$ cat src/rtl/lsu_pkg.sv
// Shared encodings for the load/store unit: access sizes, FSM states and
// the alignment rule that decides whether a request can touch memory.
package lsu_pkg;

  localparam logic [1:0] SZ_BYTE = 2'b00;
  localparam logic [1:0] SZ_HALF = 2'b01;
  localparam logic [1:0] SZ_WORD = 2'b10;
  localparam logic [1:0] SZ_BAD  = 2'b11;

  localparam logic [1:0] ST_IDLE  = 2'd0;
  localparam logic [1:0] ST_READ  = 2'd1;
  localparam logic [1:0] ST_WRITE = 2'd2;
  localparam logic [1:0] ST_RESP  = 2'd3;

  // True when the request must be rejected without a memory access.
  function automatic logic is_misaligned(input logic [1:0] size, input logic [1:0] offset);
    case (size)
      SZ_BYTE: return 1'b0;
      SZ_HALF: return offset[0];
      SZ_WORD: return offset != 2'b00;
      default: return 1'b1;
    endcase
  endfunction

endpackage

$ cat src/rtl/lsu_lane.sv
// Big-endian lane logic: extracts a byte/halfword from a memory word for loads
// and merges store data into the addressed lane for read-modify-write.
module lsu_lane
  import lsu_pkg::*;
#(
  parameter int SIZE = 32
) (
  input  logic [SIZE-1:0] word,
  input  logic [SIZE-1:0] wdata,
  input  logic [1:0]      offset,
  input  logic [1:0]      size,
  input  logic            is_unsigned,
  output logic [SIZE-1:0] load_data,
  output logic [SIZE-1:0] merged
);

  logic [7:0]  lanes [4];
  logic [7:0]  byte_sel;
  logic [15:0] half_sel;

  // Byte offset 0 is the most significant lane of the word.
  generate
    for (genvar gi = 0; gi < 4; gi++) begin : g_lane
      localparam logic [1:0] LANE = 2'(gi);
      logic hit;
      assign lanes[gi] = word[SIZE-1-8*gi -: 8];
      assign hit = (size == SZ_BYTE && offset == LANE) ||
                   (size == SZ_HALF && offset[1] == LANE[1]);
      assign merged[SIZE-1-8*gi -: 8] =
          (size == SZ_WORD)            ? wdata[SIZE-1-8*gi -: 8] :
          (hit && size == SZ_HALF && !LANE[0]) ? wdata[15:8] :
          hit                          ? wdata[7:0] :
                                         lanes[gi];
    end
  endgenerate

  assign byte_sel = lanes[offset];
  assign half_sel = offset[1] ? {lanes[2], lanes[3]} : {lanes[0], lanes[1]};

  always_comb begin
    load_data = word;
    case (size)
      SZ_BYTE: load_data = {{(SIZE-8){~is_unsigned & byte_sel[7]}}, byte_sel};
      SZ_HALF: load_data = {{(SIZE-16){~is_unsigned & half_sel[15]}}, half_sel};
      default: load_data = word;
    endcase
  end

endmodule

$ cat src/rtl/load_store_unit.sv
// Load/store unit: one outstanding CPU request, sub-word stores done as
// read-modify-write against a combinational-read word memory.
module load_store_unit
  import lsu_pkg::*;
#(
  parameter int SIZE = 32
) (
  input  logic            clk,
  input  logic            rst,
  input  logic            req_valid,
  output logic            req_ready,
  input  logic            req_write,
  input  logic [1:0]      req_size,
  input  logic            req_unsigned,
  input  logic [SIZE-1:0] req_addr,
  input  logic [SIZE-1:0] req_wdata,
  output logic            resp_valid,
  input  logic            resp_ready,
  output logic [SIZE-1:0] resp_rdata,
  output logic            resp_err,
  output logic            memRead,
  output logic            memWrite,
  output logic [SIZE-1:0] address,
  output logic [SIZE-1:0] WriteData,
  input  logic [SIZE-1:0] ReadData
);

  logic [1:0]      state_reg, state_next;
  logic            write_reg, unsigned_reg, err_reg;
  logic [1:0]      size_reg;
  logic [SIZE-1:0] addr_reg, wdata_reg, rdata_reg;
  logic [SIZE-1:0] load_data, merged;
  logic            accept;

  assign accept = (state_reg == ST_IDLE) && req_valid;

  always_comb begin
    state_next = state_reg;
    case (state_reg)
      ST_IDLE: begin
        if (req_valid) begin
          if (is_misaligned(req_size, req_addr[1:0]))  state_next = ST_RESP;
          else if (req_write && req_size == SZ_WORD)   state_next = ST_WRITE;
          else                                         state_next = ST_READ;
        end
      end
      ST_READ:  state_next = write_reg ? ST_WRITE : ST_RESP;
      ST_WRITE: state_next = ST_RESP;
      default:  state_next = resp_ready ? ST_IDLE : ST_RESP;
    endcase
  end

  always_ff @(posedge clk) begin
    if (rst) begin
      state_reg    <= ST_IDLE;
      write_reg    <= 1'b0;
      size_reg     <= 2'b00;
      unsigned_reg <= 1'b0;
      addr_reg     <= '0;
      wdata_reg    <= '0;
      rdata_reg    <= '0;
      err_reg      <= 1'b0;
    end else begin
      state_reg <= state_next;
      if (accept) begin
        write_reg    <= req_write;
        size_reg     <= req_size;
        unsigned_reg <= req_unsigned;
        addr_reg     <= req_addr;
        wdata_reg    <= req_wdata;
        err_reg      <= is_misaligned(req_size, req_addr[1:0]);
      end
      if (state_reg == ST_READ) rdata_reg <= ReadData;
    end
  end

  lsu_lane #(.SIZE(SIZE)) u_lane (
    .word        (rdata_reg),
    .wdata       (wdata_reg),
    .offset      (addr_reg[1:0]),
    .size        (size_reg),
    .is_unsigned (unsigned_reg),
    .load_data   (load_data),
    .merged      (merged)
  );

  assign req_ready  = (state_reg == ST_IDLE);
  assign memRead    = (state_reg == ST_READ);
  assign memWrite   = (state_reg == ST_WRITE);
  assign address    = {addr_reg[SIZE-1:2], 2'b00};
  assign WriteData  = (state_reg == ST_WRITE) ? merged : '0;
  assign resp_valid = (state_reg == ST_RESP);
  assign resp_err   = (state_reg == ST_RESP) && err_reg;
  // Response data is derived from registers only, so it stays put while stalled.
  assign resp_rdata = (state_reg == ST_RESP && !write_reg && !err_reg) ? load_data : '0;

endmodule

$ cat config.mk
export PLATFORM = sky130hd
export DESIGN_NAME = load_store_unit
export DESIGN_NICKNAME = d
export VERILOG_FILES = /design/src/rtl/lsu_pkg.sv /design/src/rtl/lsu_lane.sv /design/src/rtl/load_store_unit.sv
export SDC_FILE = /design/constraint.sdc
export NUM_CORES = 1
export LEC_CHECK = 0
export CAP_MARGIN = 10
export CORE_ASPECT_RATIO = 1.25
export CORE_MARGIN = 2
export CORE_UTILIZATION = 42
export DETAILED_ROUTE_END_ITERATION = 8
export GPL_TIMING_DRIVEN = 0
export PLACE_DENSITY = 0.78
export SYNTH_ARGS = -nofsm -noshare
export SYNTH_HDL_FRONTEND = slang
export SYNTH_HIERARCHICAL = 1
export SYNTH_SLANG_ARGS = --single-unit
$ cat constraint.sdc
create_clock -name clk -period 2.34 [get_ports clk]
set_input_delay 0.468 -clock clk [delete_from_list [all_inputs] [get_ports clk]]
set_output_delay 0.468 -clock clk [all_outputs]
set_load 0.05 [all_outputs]
# After elaboration in Yosys (flattened, before gate mapping)
# Cells that the tools add are included.
# word_totals
ff_bits	103
latch_bits	0
ramBits	0
rom_bits	0
in_bits	104
out_inout_bits	101
word_cells	75
n_memories	0
# op_classes
add_sub_neg	0
mul	0
div_mod_pow	0
magnitude_cmp	1
n_eq_ne	11
shifts	0
muxes	26
bitwise	5
n_reduce_logical	24
# op_table
operator	count
$mux 8	12
$mux 32	2
$pmux 32 s2	1
$bmux 8 s2	1
$mux 16	1
$logic_and 1x1->1	13
$eq 2x2->1 const B	6
$eq 2x1->1 const B	4
$logic_not 2->1	4
$mux 2	4
$pmux 2 s3	1
$logic_or 1x1->1	4
$ge 3x3->1 const B	1
$mux 1	3
$not 2->3	1
$pmux 1 s3	1
$and 1x1->1	2
$logic_not 1->1	2
$ne 2x2->1 const B	1
$not 1->1	2
$reduce_bool 2->1	1

# Logic depth before layout (Yosys ltp)
# Gate-level depths: netlist (run 1).
# depth
word_depth	7
ltp_mapped	8
depth_no_buf	5

# Hierarchy
# The synthesis (run 1) kept the hierarchy.
# modules_own_cells
mod	n_inst	cells_each	area_each_um2	seq_area_each_um2
load_store_unit	1	532	4376.7	2062.0
lsu_lane	1	278	1809.2	0.0

# Worst setup path after synthesis (run 1)
# OpenSTA, ideal clock, no wires.
# synth_timing
path_type	flip-flop to output port
start	reg state_reg[0]
end	out resp_rdata[10]
arrival_ns	1.861
required_ns	1.872
setup_slack_ns	0.011
stages_incl_launch_ff	5
path_buffers	1
cell_sequence	dfxtp_1 ha_1 nor3b_2 clkbuf_1 and2_1
# synth_between
elab_chain_cells	4
# synth_rtl
item	line	source
from (decl)	load_store_unit.sv:28	logic [1:0] state_reg, state_next;
from (signal assigned)	load_store_unit.sv:64	state_reg <= state_next;
$eq 2x2->1	n/a	
named net resp_valid	load_store_unit.sv:17	output logic resp_valid,
$logic_and 1x1->1 (2 in series)	load_store_unit.sv:95	assign resp_rdata = (state_reg == ST_RESP && !write_reg && !err_reg) ? load_data : '0;
$mux 32	load_store_unit.sv:95	
to (decl)	load_store_unit.sv:19	output logic [SIZE-1:0] resp_rdata,
# The timed path passes the listed nets, and every way through them passes these cells.

# Worst setup path after layout (run 1)
# layout_timing
start	reg size_reg[1]
end	out WriteData[11]
# layout_between
elab_chain_cells	7
elab_cells_between_ends	11
cone_classes	eq/ne: 2; mux: 4; reduce/logical: 5
# layout_rtl
item	line	source
from (decl)	load_store_unit.sv:30	logic [1:0] size_reg;
from (signal assigned)	load_store_unit.sv:67	size_reg <= req_size;
$eq 2x1->1 / $logic_not 2->1 (equally long branches)	lsu_lane.sv:28, lsu_lane.sv:31, lsu_lane.sv:27	
$logic_and 1x1->1, on equally long branches	lsu_lane.sv:28, lsu_lane.sv:27	
$logic_or 1x1->1	lsu_lane.sv:27	assign hit = (size == SZ_BYTE && offset == LANE) ||
$mux 8 / $logic_and 1x1->1 (equally long branches)	lsu_lane.sv:32, lsu_lane.sv:31	
$mux 8	lsu_lane.sv:31	(hit && size == SZ_HALF && !LANE[0]) ? wdata[15:8] :
$mux 8 (*)	lsu_lane.sv:30	(size == SZ_WORD) ? wdata[SIZE-1-8*gi -: 8] :
named net merged[11]	load_store_unit.sv:32	logic [SIZE-1:0] load_data, merged;
$mux 32 (*)	load_store_unit.sv:91	assign WriteData = (state_reg == ST_WRITE) ? merged : '0;
to (decl)	load_store_unit.sv:24	output logic [SIZE-1:0] WriteData,
# Mark *: on every way through the listed nets, which the timed path passes. The rest lies on a longest branch.

==> run_results.csv, run 1 <==
group,metric,value,unit
run_status,status,"complete, but fails checks",
run_status,violations,"negative setup slack",
placed_design,gp_congestion,0.9707,
yosys,synthCells,810,
die,rows,49,
drt,drt_iter0_markers,538,
clocking,root_buffer,"clkbuf_16",
die,dieArea,0.01572,mm^2
drt,firstDrtPassIters,6,
final_layout,final_cell_area,0.009762,mm^2
timing,rsz0062_at_grt,"true",
clocking,cts_tree,"built",
setup_path,path_max_fanout,6,
yosys,synthAdderAreaFrac,1.011,%
drt,wirelength,22390,um
clocking,path_clk_slew,0.07,ns
timing,maxSlewViolCount,0,
setup_path,critPathKind,"reg -> out",
drt,drc,0,
global_route,grt_max_degree,17,
timing,setup_violations,60,
final_layout,drive_above_1_share,28.76,%
setup_path,arrival,2.15,ns
setup_path,end_kind,"output port",
global_route,gr-usage-all-layers,26.49,%
power_and_ir_drop,power_leakage,3.950,nW
setup_path,required,1.87,ns
power_and_ir_drop,powerDensity,910.1,mW/mm^2
die,fp.dieH,139.7,um
yosys,synth.mux.area_fraction,8.981,%
yosys,synth_cell_types,49,
yosys,yosysWarnings,6,
yosys,syn-mean-instance-area,7.637,um^2
power_and_ir_drop,peakVddDrop,510.9,uV
yosys,ys_ff_latch,103,
final_layout,area_growth,57.81,%
final_layout,nNetsFinal,1161,
timing,hold_viol,0,
setup_path,rrSetupSlack,0.57,ns
clocking,hold_buffers,0,
global_route,grt_pass1_wl,33110,um
drt,avgRoutedWirePerCell,18.13,um
final_layout,diodes,0,
die,core,0.01441,mm^2
timing,fin_worst_skew,0.003595,ns
global_route,grt-ovfl-total,0,
global_route,first_global_vias,6346,
yosys,synth_compound_area_share,19.38,%
clocking,htree_num_levels,3,
placed_design,placed_area,0.008424,mm^2
yosys,synth_edf_count,0,
clocking,cts_buffer_depth,2,
timing,slew_headroom,63.07,%
setup_path,r2r.worst_path.cells,7,
yosys,synth_top_family_by_area,"simple AND/OR/NAND/NOR gates",
die,die_w,112.6,um
clocking,clk-insertion-delay-late,0.34,ns
yosys,ys_seq_area_share,33.33,%
yosys,synth-main-ff-cell,"dfxtp_1",
power_and_ir_drop,power,8.885,mW
final_layout,layout_commonest_cell,"nand2_1",
yosys,async_reset_ff_share,0,%
clocking,cts_buffers,9,
placed_design,port_buffers,201,
timing,fin_crit,2.623,ns
die,initial_core_util,42.94,%
yosys,synth_xor_area_share,0,%
yosys,synth_area,0.006186,mm^2
hold_path,holdCritPathClass,"reg -> reg",
placed_design,dpl.hpwl,15670,um
timing,worst_slew_pin_slew,0.5522,ns
clocking,cts_num_sinks,103,
run,maxCapViolCount,0,
hold_path,min_path_cells,2,
die,pin_count,205,
global_route,antenna_found_initial,0,
drt,vias_per_cell,5.528,
setup_path,startpoint_type,"flop",
timing,timing.fmax,381.3,MHz
drt,via_count,6827,
yosys,yosys.area_share.simple,26.66,%
final_layout,most-common-layout-cells,"nand2_1, clkdlybuf4s50_1, dfxtp_1",
timing,fin_crit_sh,112.1,%
drt,ant_nets,0,
timing,setup_ws,-0.2826,ns
[stage by stage]
step | hold WS, ns | setup TNS, ns | instances | util, % | worst slack, ns
detailed placement | 0.4430 | -28.97 | 1190 | 58.47 | -0.5615
CTS | 0.4560 | -4.781 | 1226 | 65.31 | -0.1362
global placement | 0.4405 | -28.08 | 1190 | 58.47 | -0.5647
global route | 0.4717 | -10.70 | 1235 | 67.76 | -0.2788
finish | 0.4544 | -7.036 | 1235 | 67.76 | -0.2826
floorplan | 0.4330 | 0 | 811 | - | 0.01108
[power breakdown]
group | switching [mW] | total [mW] | internal (mW)
sequential | 0.467 | 2.57 | 2.11
combinational | 2.70 | 4.80 | 2.10
clock | 0.678 | 1.51 | 0.834
[final timing paths]
check               start             to
min          addr_reg[31]   addr_reg[31]
max           size_reg[1]  WriteData[11]
min reg2reg  addr_reg[31]   addr_reg[31]
max reg2reg  state_reg[1]    addr_reg[0]
[Yosys cell counts, drive strengths merged (3+ instances only)]
cell type,number,share of area (%)
nand2,183,11
dfxtp,103,33
a21oi,79,6.5
buf,75,8.4
and2,72,7.3
nor2,58,3.7
mux2i,43,7.2
o21ai,32,2.6
clkbuf,25,1.5
a31oi,16,1.6
o211ai,16,2.8
inv,11,0.67
mux2,10,1.8
nand3,10,0.81
a22oi,8,1.2
a221o,7,1.1
nor2b,7,0.71
o221ai,7,0.99
nor4b,6,1.1
a41oi,5,0.71
ha,5,1.0
nand2b,5,0.51
a222oi,3,0.49
a22o,3,0.42
nor4,3,0.30
or2,3,0.30
or3,3,0.30
[routing by layer]
layer  vias to the layer above  GRT usage (%)  wire, um
met5                         -              0         0
met4                         0          13.16      1332
met3                       112          6.751      2300
met2                       432          44.97     10750
met1                      3074          30.76      8008
li1                       3209              -         -
[cell families after synthesis]
| logic type | Yosys count |
|---|---|
| flip-flops | 103 |
| AO/OA/AOI/OAI | 184 |
| multiplexers | 53 |
| adder cells (fa/ha/maj) | 5 |
| AND/OR/NAND/NOR | 353 |
| other | 1 |
| buffers and inverters | 111 |
[layout make-up]
class / count / area, um^2
repair buffers: 234 / 2546
well taps: 178 / 222.7
clock inverters: 5 / 57.56
multi-input cells: 597 / 3849
fillers: 1142 / 4646
clock buffers: 11 / 232.7
flip-flops and latches: 103 / 2076
inverters: 11 / 41.29
plain buffers: 96 / 737.0
[worst max-delay path, stage by stage (launching register included)]
cell     delay (ns)
dfxtp_2        0.34
buf_8          0.15
buf_12         0.13
nor4b_4        0.29
buf_4          0.18
nand2_1        0.08
a31oi_1        0.26
and2_1         0.20
buf_6          0.17
[timing repair]
action / in CTS / in global routing
endpoints found under the setup margin: 67 / 65
gates cloned: 3 / 4
pin swaps: 18 / 31
setup buffers: 19 / 7
resized for setup: 601 / 64
No activity file was read; power rests on OpenSTA's default activity.
==> run 2, diff against run 1 <==
--- a/config.mk
+++ b/config.mk
@@ -13,3 +13,4 @@
 export GPL_TIMING_DRIVEN = 0
-export PLACE_DENSITY = 0.78
+export PLACE_DENSITY = 0.74
+export SLEW_MARGIN = 20
 export SYNTH_ARGS = -nofsm -noshare
==> constraint.sdc (replaced) <==
create_clock -name clk -period 2.34 [get_ports clk]
set_input_delay 0.351 -clock clk [delete_from_list [all_inputs] [get_ports clk]]
set_output_delay 0.351 -clock clk [all_outputs]
set_load 0.05 [all_outputs]
==> run_results.csv, run 2 (synthesized netlist as in run 1, its figures left out) <==
group,metric,value,unit
clocking,hold_buffers,0,
timing,worst_slew_pin_slew,0.5446,ns
setup_path,reg2reg_to,"addr_reg[4]",
global_route,antenna_found_initial,0,
final_layout,area_growth,56.27,%
final_layout,diodes,0,
timing,rsz0062_at_grt,"true",
timing,timing.fmax,416.2,MHz
run_status,status,"complete, but fails checks",
setup_path,rrSetupSlack,0.57,ns
setup_path,end_kind,"output port",
timing,setup_violations,8,
setup_path,r2r_start,"state_reg[0]",
timing,fin_crit,2.403,ns
setup_path,critPathKind,"reg -> out",
setup_path,critical_path.startpoint,"size_reg[0]",
setup_path,arrival,2.05,ns
setup_path,path_max_fanout,8,
timing,fin_crit_sh,102.7,%
drt,drc,0,
placed_design,dpl.hpwl,15840,um
final_layout,layout_commonest_cell,"nand2_1",
final_layout,final_cell_area,0.009667,mm^2
placed_design,port_buffers,201,
die,initial_core_util,42.94,%
clocking,path_clk_slew,0.07,ns
global_route,first_global_vias,6288,
final_layout,drive_above_1_share,27.40,%
timing,slew_headroom,63.58,%
hold_path,min_from,"rst",
drt,wirelength,22150,um
placed_design,placed_area,0.008424,mm^2
clocking,cts_num_sinks,103,
drt,drt_iter0_markers,533,
drt,vias_per_cell,5.394,
final_layout,nNetsFinal,1155,
hold_path,min_path_cells,2,
drt,firstDrtPassIters,6,
die,core,0.01441,mm^2
power_and_ir_drop,power,8.934,mW
run_status,violations,"negative setup slack",
power_and_ir_drop,powerDensity,924.2,mW/mm^2
final_layout,stdcell_count,1229,
drt,ant_nets,0,
power_and_ir_drop,peakVddDrop,699.9,uV
die,dieArea,0.01572,mm^2
setup_path,required,1.99,ns
setup_path,crit_end,"WriteData[9]",
drt,avgRoutedWirePerCell,18.02,um
power_and_ir_drop,power_leakage,3.913,nW
clocking,cts_buffers,9,
timing,hold_viol,0,
timing,fin_worst_skew,0.005982,ns
run,maxCapViolCount,0,
setup_path,startpoint_type,"flop",
clocking,htree_num_levels,3,
timing,maxSlewViolCount,0,
final_layout,most-common-layout-cells,"nand2_1, clkdlybuf4s50_1, dfxtp_1",
global_route,gr-usage-all-layers,26.07,%
global_route,grt-ovfl-total,0,
clocking,root_buffer,"clkbuf_16",
drt,via_count,6629,
placed_design,gp_congestion,0.9850,
clocking,clk-insertion-delay-late,0.36,ns
hold_path,holdCritPathClass,"in -> reg",
die,pin_count,205,
die,die_w,112.6,um
die,rows,49,
final_layout,postLayoutCoreUtil,67.10,%
clocking,cts_buffer_depth,2,
placed_design,dp.cells,1190,
setup_path,r2r.worst_path.cells,7,
timing,setup_ws,-0.06290,ns
global_route,grt_max_degree,18,
global_route,grt_pass1_wl,32450,um
die,fp.dieH,139.7,um
clocking,cts_tree,"built",
-- run 2: cell count changes in the layout (fill, tap and decap cells not counted), sizes merged --
cell	change
clkinv	-1
dlymetal6s2s	+1
bufinv	+1
clkdlybuf4s50	+1
dlygate4sd2	-2
buf	-5
clkbuf	-2
inv	+1
-- run 2: timing repair --
action / 4_1_cts / 5_1_grt
setup endpoints to repair: 65 / 66
cloned: 3 / 3
pin swaps: 10 / 55
buffers inserted: 15 / 9
gates resized for setup: 506 / 134
-- run 2: critical path: stages (launching register included) --
cell and delay (ns):
dfxtp_2 0.34, buf_6 0.13, buf_8 0.13, nor4b_4 0.27, buf_6 0.18, nand2_1 0.07, a31oi_1 0.18, and2_1 0.21
buf_6 0.18
-- run 2: where the power goes --
group / internal, mW / switching, mW
Clock: 0.974 / 0.684
Sequential: 2.11 / 0.479
Combinational: 2.06 / 2.64
Total: 5.14 / 3.80
-- run 2: cell type report --
type,instances,area [um^2]
flip-flops and latches,103,2076
clock inverters,6,90.09
multi-input cells,597,3826
well taps,178,222.7
repair buffers,231,2461
fillers,1196,4741
clock buffers,10,239.0
plain buffers,93,710.7
inverters,11,41.29
-- run 2: how the worst min path moves through the flow --
stage | endpoint | slack (ns)
6_report | addr_reg[9] | 0.38
2_1_floorplan | addr_reg[1] | 0.43
3_5_place_dp | addr_reg[28] | 0.45
3_3_place_gp | addr_reg[1] | 0.44
5_1_grt | state_reg[0] | 0.39
4_1_cts | addr_reg[9] | 0.37
-- run 2: layer usage --
layer  track usage [%]  share of wire (%)  up-vias
li1                  -                  -     3199
met2             45.29                 50      345
met3             7.230                9.8       90
met4             12.77                4.6        0
met1             29.10                 36     2995
met5                 0                  0        -
-- run 2: through the flow --
| step | hold slack [ns] | worst slack (ns) | TNS [ns] |
|---|---|---|---|
| final | 0.3770 | -0.06290 | -0.2094 |
| after global routing | 0.3932 | -0.1271 | -1.797 |
| after CTS | 0.3666 | -0.06263 | -0.2361 |
| after detailed placement | 0.4466 | -0.4172 | -20.29 |
| after global placement | 0.4411 | -0.4228 | -20.17 |
| after floorplan | 0.4330 | 0.1281 | 0 |
